$ cat config.mk
export PLATFORM = sky130hd
export DESIGN_NAME = prog_counter
export DESIGN_NICKNAME = d
export VERILOG_FILES = /design/src/rtl/pc_pkg.sv /design/src/rtl/call_stack.sv /design/src/rtl/prog_counter.sv
export SDC_FILE = /design/constraint.sdc
export NUM_CORES = 1
export LEC_CHECK = 0
export CAP_MARGIN = 10
export CORE_MARGIN = 2
export CORE_UTILIZATION = 49
export DETAILED_ROUTE_END_ITERATION = 12
export PLACE_DENSITY = 0.85
export SLEW_MARGIN = 30
export SYNTH_ARGS = -nofsm -noshare
export SYNTH_HDL_FRONTEND = slang
export SYNTH_SLANG_ARGS = --single-unit
$ cat constraint.sdc
create_clock -name Clk -period 3.8 [get_ports Clk]
set_input_delay 0.76 -clock Clk [delete_from_list [all_inputs] [get_ports Clk]]
set_output_delay 0.76 -clock Clk [all_outputs]
set_load 0.005 [all_outputs]
$ cat src/rtl/pc_pkg.sv
// Shared types and default parameters for the program counter / fetch sequencer.
package pc_pkg;

  typedef enum logic [1:0] {
    IDLE = 2'd0,
    RUN  = 2'd1,
    DONE = 2'd2
  } pc_state_t;

  localparam int unsigned D_DEF        = 12;
  localparam int unsigned RESET_PC_DEF = 0;

endpackage

$ cat src/rtl/call_stack.sv
// Return-address LIFO for the program counter; a push when full drops the oldest entry.
module call_stack #(
  parameter int unsigned W     = 12,
  parameter int unsigned DEPTH = 4
) (
  input  logic         clk,
  input  logic         rst_n,
  input  logic         clear_i,
  input  logic         push_i,
  input  logic         pop_i,
  input  logic [W-1:0] push_data_i,
  output logic [W-1:0] top_o,
  output logic         full_o,
  output logic         empty_o
);

  localparam int unsigned CW = $clog2(DEPTH + 1);

  logic [W-1:0]  mem_q [DEPTH];
  logic [CW-1:0] cnt_q, cnt_d;

  // Entry 0 is the top; shifting towards higher indices pushes the oldest off the end.
  // NOTE: storage has no reset; validity is tracked by cnt_q alone, so entries never need clearing.
  always_ff @(posedge clk) begin
    if (push_i) begin
      for (int i = DEPTH - 1; i > 0; i--) mem_q[i] <= mem_q[i-1];
      mem_q[0] <= push_data_i;
    end else if (pop_i) begin
      for (int i = 0; i < DEPTH - 1; i++) mem_q[i] <= mem_q[i+1];
    end
  end

  always_comb begin
    cnt_d = cnt_q;
    if (clear_i)                                  cnt_d = '0;
    else if (push_i && cnt_q != CW'(DEPTH))       cnt_d = cnt_q + CW'(1);
    else if (pop_i && cnt_q != '0)                cnt_d = cnt_q - CW'(1);
  end

  always_ff @(posedge clk or negedge rst_n) begin
    if (!rst_n) cnt_q <= '0;
    else        cnt_q <= cnt_d;
  end

  assign top_o   = mem_q[0];
  assign full_o  = (cnt_q == CW'(DEPTH));
  assign empty_o = (cnt_q == '0);

endmodule

$ cat src/rtl/prog_counter.sv
// Program counter and run/halt FSM; steps by +1 or a LUT-supplied relative target.
// Define PC_CALLSTK_EN to add the call/return stack and the stk_err flag.
module prog_counter
  import pc_pkg::*;
#(
  parameter int unsigned D         = D_DEF,
  parameter int unsigned RESET_PC  = RESET_PC_DEF,
  parameter int unsigned STK_DEPTH = 4
) (
  input  logic         Clk,
  input  logic         Reset_n,
  input  logic         start,
  input  logic         halt_req,
  input  logic         stall,
  input  logic         branch_en,
  input  logic [1:0]   branch_sel,
  output logic [1:0]   lut_addr,
  input  logic [D-1:0] lut_target,
  input  logic         call_en,
  input  logic         ret_en,
  output logic [D-1:0] pc,
  output logic         running,
  output logic         done,
  output logic         stk_err
);

  localparam logic [D-1:0] START_PC = D'(RESET_PC);

  pc_state_t    state_q, state_d;
  logic [D-1:0] pc_q, pc_d;
  logic         running_q, done_q;
  logic [D-1:0] pc_tgt;

  assign lut_addr = branch_sel;
  assign pc_tgt   = pc_q + lut_target;

`ifdef PC_CALLSTK_EN
  logic         stk_err_q, stk_err_d;
  logic         stk_push, stk_pop, stk_clear;
  logic [D-1:0] stk_top;
  logic         stk_full, stk_empty;

  call_stack #(.W(D), .DEPTH(STK_DEPTH)) u_call_stack (
    .clk         (Clk),
    .rst_n       (Reset_n),
    .clear_i     (stk_clear),
    .push_i      (stk_push),
    .pop_i       (stk_pop),
    .push_data_i (pc_q + D'(1)),
    .top_o       (stk_top),
    .full_o      (stk_full),
    .empty_o     (stk_empty)
  );
`else
  localparam int unsigned unused_stk_depth = STK_DEPTH;
  logic unused_ctl;
  assign unused_ctl = call_en ^ ret_en;
`endif

  // NOTE: every always_comb output gets a default first so no path leaves it unassigned (no latch).
  always_comb begin
    state_d = state_q;
    pc_d    = pc_q;
`ifdef PC_CALLSTK_EN
    stk_err_d = stk_err_q;
    stk_push  = 1'b0;
    stk_pop   = 1'b0;
    stk_clear = 1'b0;
`endif
    unique case (state_q)
      IDLE, DONE: begin
        if (start) begin
          state_d = RUN;
          pc_d    = START_PC;
`ifdef PC_CALLSTK_EN
          stk_err_d = 1'b0;
          stk_clear = 1'b1;
`endif
        end
      end
      RUN: begin
        if (halt_req) begin
          state_d = DONE;
        end else if (stall) begin
          pc_d = pc_q;
`ifdef PC_CALLSTK_EN
        end else if (ret_en) begin
          stk_pop = !stk_empty;
          if (stk_empty) begin
            pc_d      = START_PC;
            stk_err_d = 1'b1;
          end else begin
            pc_d = stk_top;
          end
        end else if (call_en) begin
          stk_push = 1'b1;
          pc_d     = pc_tgt;
          if (stk_full) stk_err_d = 1'b1;
`endif
        end else if (branch_en) begin
          pc_d = pc_tgt;
        end else begin
          pc_d = pc_q + D'(1);
        end
      end
      default: state_d = IDLE;
    endcase
  end

  // NOTE: sequential state uses non-blocking assignments so all registers update from pre-edge values.
  always_ff @(posedge Clk or negedge Reset_n) begin
    if (!Reset_n) begin
      state_q   <= IDLE;
      pc_q      <= START_PC;
      running_q <= 1'b0;
      done_q    <= 1'b0;
    end else begin
      state_q   <= state_d;
      pc_q      <= pc_d;
      running_q <= (state_d == RUN);
      done_q    <= (state_d == DONE);
    end
  end

`ifdef PC_CALLSTK_EN
  always_ff @(posedge Clk or negedge Reset_n) begin
    if (!Reset_n) stk_err_q <= 1'b0;
    else          stk_err_q <= stk_err_d;
  end
  assign stk_err = stk_err_q;
`else
  assign stk_err = 1'b0;
`endif

  assign pc      = pc_q;
  assign running = running_q;
  assign done    = done_q;

endmodule

==> results, run 1 <==
- The worst-case vdd ir drop is 0.000235 V.
- The synthesized area per cell is 10.1 µm².
- The number of synthesized register bits is 16.
- The register-to-register path setup slack is approximately 1.4 ns.
- The number of pins with negative max-slew slack in the final report came to 0.
- Power spread over the standard cell area amounts to ~380 nW/µm².
- The number of vias per cell after detailed routing is 5.67.
- The CTS buffer count is 3.
- Yosys attributes the largest share of cell area to sky130_fd_sc_hd__dfrtp_1 34%, sky130_fd_sc_hd__ha_1 12%, sky130_fd_sc_hd__a22o_1 7.4%.
- The final cycle utilization of the critical path is 81.5%.
- The worst hold margin is 0.544 ns.
- During synthesis, Yosys emitted a total of 0 warnings.
- The total grt overflow is 0.
- The post-route netlist has 8.67% of its cells at a drive strength greater than 1.
- Once the floorplan was initialized, standard cells occupied 52.6% of the core.
- Across the run, the number of max-cap violations was 0.
- The final net count is 185.
- Data on the critical path is required at its endpoint by 3.98 ns.
- The synthesized netlist contains 36 unique library cells.
- The fmax is 0.323 GHz.
- In the synthesized netlist, the cells that appear most often are 16 x sky130_fd_sc_hd__dfrtp_1, 11 x sky130_fd_sc_hd__and2_1, 11 x sky130_fd_sc_hd__ha_1, 10 x sky130_fd_sc_hd__a22o_1, 7 x sky130_fd_sc_hd__a21oi_1.
- Setup repair after global routing left no endpoint under its margin.
- From synthesis to final layout, the design area changed by 31.2%.
- The final weighted congestion in routability-driven placement is 0.847.
- The count of nets left with antenna violations after detail routing is 0.
- For this run, asynchronously set or reset flops after synthesis account for 100%.
- The run finished with clean final reports.
- In this run the critical register-to-register path is launched from pc[0]$_DFFE_PN0P_.
- The leakage component of the power is 0.745 nW.
- The number of synthesized flops with an enable pin is 0.
- The initial antenna violation count is 0.
- The clock latency at the later pin of the worst-skew pair is 0.29 ns.
- Among all cell types in the netlist, the one instantiated most often is sky130_fd_sc_hd__dfrtp_1.
- After legalization and detailed placement, the total HPWL measured 2000 µm.
- Of all nets on the critical path, the largest fanout is 7.
- The normalized max-slew margin is 50.4%.
- The via total after detailed routing is slightly above 1k.
- The number of search-and-repair iterations in the first detailed-routing pass is 5.
- The worst setup slack after placement is roughly 0.4 ns.
- The worst hold path endpoint is pc[8]$_DFFE_PN0P_.
- The number of cells traversed by the worst register-to-register path is 8.
- The routed design has 2610 µm of wire.
- The clock transition time at the flip-flop clock pins of the worst setup and hold paths is 0.09 ns.
- The number of setup violations in the final report is 0.
- sky130_fd_sc_hd__dfrtp_1 takes more of the synthesized area than any other cell.
- After detailed routing, the average wire length per cell comes to approximately 15 µm.
- The longest clock path from root to sink contains 2 buffers.
- The number of hold-repair buffers added at the cts stage is 0.
- Counting every net in the synthesized netlist gives 152.
- STA classifies the critical path endpoint as a register.
- Summed over its instances, the top area cell type makes up between 30% and 40% of the synthesized netlist area.
- The critical path is of the in2reg type.
- The floorplan core area is 2250 µm².
- The diode insertion count for antenna repair is 0.
- The root buffer cell chosen for the clock tree is sky130_fd_sc_hd__clkbuf_4.
- The final setup slack of the worst path is around 0.70 ns.
- The via count of the first global-routing pass is 961.
- The prevailing post-synth register cell is sky130_fd_sc_hd__dfrtp_1.
- The number of clock sinks is 16.
- After clock tree synthesis, the setup repair step added 0 buffers.
- At the worst endpoint, the arrival time is 3.28 ns.
- Setup total negative slack on the finished layout was measured at 0 ns.
- The die outline height is 53.2 µm.
- Of the synthesized area, sequential elements account for between 30% and 40%.
- Post-CTS repair changed the size of 0 cells.
- The hold path depth is 1.
- The start point of the worst hold path is pc[8]$_DFFE_PN0P_.
- In this run the critical register-to-register path is captured at pc[8]$_DFFE_PN0P_.
- After floorplanning, the core was divided into 17 placement rows.
- For the finished layout, the period the worst path requires is 3.10 ns.
- TritonCTS built the clock tree.
- The cell area after synthesis is between 1000 and 1500 µm².
- The wire length of the first global-routing pass is 4080 µm.
- STA classifies the critical path startpoint as a primary input.
- The residual DRC count is 0.
- The maximum clock skew at final layout is between 0.008 and 0.009 ns.
- The total of buffers placed on input and output ports is 31.
- After the first detailed-routing iteration, the DRC count stood at 12.
- The depth of the CTS H-tree is 1.
- The die extent in x is about 53 µm.
- Entering global routing, the biggest net connects 17 pins.
- The final count of hold timing violations came to 0.
- The measured slew at the worst slew-check pin is ~0.74 ns.
- In this run the worst hold path is classified as reg2reg.
- In the synthesized netlist, the number of instances is 118.
- The die footprint is 2830 µm².
- The global-route total usage across every layer is 20.4%.
- The number of top-level design ports is 39.
-- registers in the layout, indices dropped and copies added (netlist names) --
| name | count |
|---|---|
| state_q | 2 |
| running | 1 |
| done | 1 |
| pc | 12 |
-- power by group --
| part | internal [mW] | total (mW) | switching [mW] | leakage, nW |
|---|---|---|---|---|
| clock network | 0.0583 | 0.114 | 0.0559 | 0.0210 |
| registers | 0.200 | 0.225 | 0.0247 | 0.214 |
| logic | 0.136 | 0.249 | 0.113 | 0.510 |
-- metrics by stage --
step	util (%)	power (mW)	area [µm²]	std cells
finish	69.0	0.588	1560	178
global route	69.0	0.626	1560	178
CTS	69.0	0.593	1560	178
detailed placement	67.4	0.477	1520	174
global placement	67.4	0.468	1520	174
floorplan	-	0.374	1190	118
-- kinds of logic (layout without fill, tap and decap cells) --
kind of cell	after synthesis	after routing	synth area share [%]
and+or+nand+nor	31	31	14.3
other	1	1	0.316
DFF	16	16	33.8
xor gates and xnor gates	8	8	5.91
muxes	1	1	0.844
adders and majority gates	12	12	13.3
AOI/OAI and AO/OA	40	40	27.7
buffers and inverters	9	41	3.80
-- how the worst max path moves through the flow --
stage | start | end | cells after the start
after floorplan | branch_en | pc[11]$_DFFE_PN0P_ | 9
after global placement | branch_en | pc[8]$_DFFE_PN0P_ | 10
after detailed placement | branch_en | pc[8]$_DFFE_PN0P_ | 10
after CTS | branch_en | pc[8]$_DFFE_PN0P_ | 10
after global routing | branch_en | pc[8]$_DFFE_PN0P_ | 10
final | branch_en | pc[8]$_DFFE_PN0P_ | 10
-- cells in the final DEF (no fill, tap or decap), types with 4 or more instances in the layout --
cell,n
sky130_fd_sc_hd__clkdlybuf4s50_1,31
sky130_fd_sc_hd__dfrtp_1,16
sky130_fd_sc_hd__nand2b_1,4
sky130_fd_sc_hd__a21oi_1,7
sky130_fd_sc_hd__and2_1,11
sky130_fd_sc_hd__xnor2_1,6
sky130_fd_sc_hd__nor2_1,5
sky130_fd_sc_hd__a21o_1,4
sky130_fd_sc_hd__a22o_1,10
sky130_fd_sc_hd__nand2_1,6
sky130_fd_sc_hd__ha_1,11
-- final cells by class --
cell class,instances,area (µm²)
Inverter,3,11.3
Fill cell,174,698
Sequential cell,16,400
Clock buffer,4,36.3
Multi-Input combinational cell,93,741
Timing Repair Buffer,34,333
Tap cell,28,35.0
-- layer usage --
layer  up-vias  wire length, µm  global-route usage (%)
met5         -                0                       0
met4         0               32                    8.97
met3         4               91                    1.69
met2        27             1370                    38.9
met1       488             1120                    22.4
li1        491                -                       -
-- worst max-delay path, cell delays in order --
cell and delay, ns:
sky130_fd_sc_hd__clkdlybuf4s50_1 0.60, sky130_fd_sc_hd__nand2b_1 0.09, sky130_fd_sc_hd__ha_1 0.24, sky130_fd_sc_hd__fa_1 0.41
sky130_fd_sc_hd__a21oi_1 0.20, sky130_fd_sc_hd__o21ai_1 0.18, sky130_fd_sc_hd__or3_1 0.33, sky130_fd_sc_hd__a31oi_1 0.20
sky130_fd_sc_hd__xnor2_1 0.09, sky130_fd_sc_hd__a22o_1 0.18
No activity file was read; power rests on OpenSTA's default activity.
==> run 2: changes to the inputs <==
--- a/config.mk
+++ b/config.mk
@@ -7,9 +7,9 @@
 export LEC_CHECK = 0
 export CAP_MARGIN = 10
 export CORE_MARGIN = 2
-export CORE_UTILIZATION = 49
+export CORE_UTILIZATION = 45
 export DETAILED_ROUTE_END_ITERATION = 12
-export PLACE_DENSITY = 0.85
+export PLACE_DENSITY = 0.79
 export SLEW_MARGIN = 30
 export SYNTH_ARGS = -nofsm -noshare
 export SYNTH_HDL_FRONTEND = slang
==> constraint.sdc (replaced) <==
create_clock -name Clk -period 3 [get_ports Clk]
set_input_delay 0.6 -clock Clk [delete_from_list [all_inputs] [get_ports Clk]]
set_output_delay 0.6 -clock Clk [all_outputs]
set_load 0.005 [all_outputs]
==> run 2 against run 1 <==
  * Non-clock buffer count rose by 6
  * Critical path depth did not move
  * Setup slack got worse by 0.43 ns
  * Sequential share of layout area fell by 0.86 points
  * Cell area rose by 3.5%
  * Sequential power rose by 27%
  * Highest routed layer unchanged
  * Combinational power rose by 35%
  * First-iteration DRC count rose by 25%
  * Clock power rose by 25%
  * Routed wire length rose by 6.5%
==> results, run 2 (synthesis results as in run 1) <==
- The count of nets left with antenna violations after detail routing is 0 (unchanged).
- The CTS buffer count is 3 (unchanged).
- The most common cell after layout, fill and taps aside was sky130_fd_sc_hd__clkdlybuf4s50_1 (unchanged).
- The routing usage on met1 is 24.0% (was 22.4%).
- The met3 capacity usage during global routing is 3.51% (was 1.69%).
- The arrival time of data at the critical path endpoint is 2.91 ns (was 3.28 ns).
- Setup repair after global routing missed its margin: false (unchanged).
- The maximum fanout along the worst path is 3 (was 7).
- The die footprint is 3060 µm² (was 2830 µm²).
- The worst stage delay on the critical path is 0.39 ns (was 0.60 ns).
- The diode insertion count for antenna repair is 0 (unchanged).
- The final weighted congestion in routability-driven placement is 0.778 (was 0.847).
- The final core utilization was 65.0% (was 69.0%).
- The number of top-level design ports is 39 (unchanged).
- The floorplan core area is 2480 µm² (was 2250 µm²).
- The routed wire length is 2780 µm (was 2610 µm).
- The type of the tightest min-delay check is reg2reg (unchanged).
- The die extent in x is 55.3 µm (was 53.2 µm).
- The max-cap check violation count is 0 (unchanged).
- The number of vias per cell after detailed routing is 5.55 (was 5.67).
- The number of clock sinks is 16 (unchanged).
- The depth of the CTS H-tree is 1 (unchanged).
- The leakage component of the power is 0.787 nW (was 0.745 nW).
- Highest-count cells in the layout ignoring fill and taps: 30 x sky130_fd_sc_hd__clkdlybuf4s50_1, 16 x sky130_fd_sc_hd__dfrtp_1, 11 x sky130_fd_sc_hd__and2_1, 11 x sky130_fd_sc_hd__ha_1, 10 x sky130_fd_sc_hd__a22o_1 (was 31 x sky130_fd_sc_hd__clkdlybuf4s50_1, 16 x sky130_fd_sc_hd__dfrtp_1, 11 x sky130_fd_sc_hd__and2_1, 11 x sky130_fd_sc_hd__ha_1, 10 x sky130_fd_sc_hd__a22o_1).
- The number of post-CTS setup repair buffers is 0 (unchanged).
- The initial core utilization is 47.9% (was 52.6%).
- The type of the worst setup path was in2reg (unchanged).
- The maximum clock skew at final layout is 0.00640 ns (was 0.00859 ns).
- The fill cell total of the finished layout is 210 (was 174).
- The startpoint kind of the worst setup timing path was a primary input (unchanged).
- The largest net degree at the start of global routing is 17 (unchanged).
- The average wire per cell in the routed design is 14.9 µm (was 14.7 µm).
- The residual DRC count is 0 (unchanged).
- The total power divided by cell area is 476 nW/µm² (was 378 nW/µm²).
- The total grt overflow is 0 (unchanged).
- The global-route total usage across every layer is 19.8% (was 20.4%).
- The ratio of cells with drive above 1 in the final layout is 12.8% (was 8.67%).
- The clock period could shrink to 2.73 ns.
- The layout overhead on the synthesized area is 35.8% (was 31.2%).
- The via total after detailed routing came to 1033 (was 1010).
- The final net count is 191 (was 185).
- The worst-case vdd ir drop came to 0.000303 V (was 0.000235 V).
- The master of the slowest instance on the critical path is sky130_fd_sc_hd__clkdlybuf4s50_1 (unchanged).
- The measured slew at the worst slew-check pin is 0.945 ns (was 0.742 ns).
- The clock transition time at the flip-flop clock pins of the worst setup and hold paths was 0.09 ns (about the same).
- The kind of capture point of the worst setup path is a register (unchanged).
- The die outline height is 55.3 µm (was 53.2 µm).
- The clock tree from TritonCTS is done (unchanged).
- The flip-flop count of the largest register after layout is 12 (unchanged).
- The wire length of the first global-routing pass is 4820 µm (was 4080 µm).
- The most utilized layer in the global route result is met2 (unchanged).
- The via count of the first global-routing pass is 1061 (was 961).
- The number of search-and-repair iterations in the first detailed-routing pass was 4 (was 5).
- The placement row count is 18 (was 17).
- The HPWL after detailed placement is 2220 µm (was 2000 µm).
- The routing usage on met2 came to 35.2% (was 38.9%).
- The normalized max-slew margin is 36.7% (was 50.4%).
- The final count of hold timing violations is 0 (unchanged).
- The critical path required time is 3.18 ns (was 3.98 ns).
- The maximum clock path buffer count came to 2 (unchanged).
- The number of setup violations in the final report was 0 (unchanged).
- The clock latency at the later pin of the worst-skew pair is 0.28 ns (was 0.29 ns).
- The violation count after the first detailed-routing iteration came to 15 (was 12).
- The cell chosen for the clock root is sky130_fd_sc_hd__clkbuf_4 (unchanged).
- The initial antenna violation count is 0 (unchanged).
- The number of pins with negative max-slew slack in the final report is 0 (unchanged).
- For this run, the top clock speed supported by timing is 0.366 GHz.
- The worst hold margin was 0.538 ns (was 0.544 ns).
- Worst path cell trace: clkdlybuf4s50_1 -> nand2b_1 -> ha_1 -> fa_1 -> a21oi_1 -> o21ai_1 -> o31ai_1 -> o21ai_0 -> xnor2_1 -> a22o_1 (was clkdlybuf4s50_1 -> nand2b_1 -> ha_1 -> fa_1 -> a21oi_1 -> o21ai_1 -> or3_1 -> a31oi_1 -> xnor2_1 -> a22o_1).
- Outcome: finished, final reports clean (unchanged).
- The total of buffers placed on input and output ports is 31 (unchanged).
- After layout, the worst path uses between 90% and 100% of the clock period.
-- run 2: worst max-delay path: cells and delay by family --
kind                       cells  cell delay (ns)
adders and majority gates      2             0.61
xor gates and xnor gates       1             0.15
and+or+nand+nor                1             0.14
buffers and inverters          1             0.39
AOI/OAI and AO/OA              5             1.02
-- run 2: what timing repair did --
action	CTS	global route
resized for setup	0	1
hold buffers	0	0
setup endpoints to repair	0	1
-- run 2: layout make-up --
class	count	area, µm²	area share (%)
tap	30	37.5	2.33
multi-input combinational	93	744	46.2
sequential	16	400	24.9
clock buffer	4	36.3	2.25
timing repair buffer	40	380	23.6
inverter	3	11.3	0.699
-- run 2: where the power goes --
group	internal (mW)	total [mW]	switching, mW
Clock	0.0738	0.143	0.0697
Sequential	0.253	0.286	0.0321
Combinational	0.186	0.337	0.151
Total	0.513	0.766	0.253
-- run 2: per-layer routing --
layer | routed length [µm] | part of all wire (%)
met3 | 110 | 4.0
met2 | 1460 | 52
met5 | 0 | 0
met1 | 1170 | 42
met4 | 48 | 1.7
-- run 2: per-stage QoR --
stage / setup TNS, ns / area, µm² / total power, mW / setup slack [ns] / instances
2_1_floorplan: 0 / 1190 / 0.473 / 0.423 / 118
3_3_place_gp: -0.291 / 1570 / 0.609 / -0.101 / 182
3_5_place_dp: -0.614 / 1570 / 0.629 / -0.202 / 182
4_1_cts: 0 / 1610 / 0.775 / 0.0935 / 186
5_1_grt: 0 / 1610 / 0.823 / 0.183 / 186
6_report: 0 / 1610 / 0.766 / 0.270 / 186
-- run 2: path summary, 6_finish.rpt --
path / from / end / slack (ns) / cells after the start
max: lut_target[0] / pc[10]$_DFFE_PN0P_ / 0.27 / 10
min: state_q[0]$_DFF_PN0_ / state_q[1]$_DFF_PN0_ / 0.54 / 1
max reg2reg: state_q[1]$_DFF_PN0_ / pc[11]$_DFFE_PN0P_ / 0.68 / 5
min reg2reg: state_q[0]$_DFF_PN0_ / state_q[1]$_DFF_PN0_ / 0.54 / 1
max in group asynchronous: Reset_n / pc[7]$_DFFE_PN0P_ / 1.81 / 1
min in group asynchronous: Reset_n / pc[3]$_DFFE_PN0P_ / 0.73 / 1
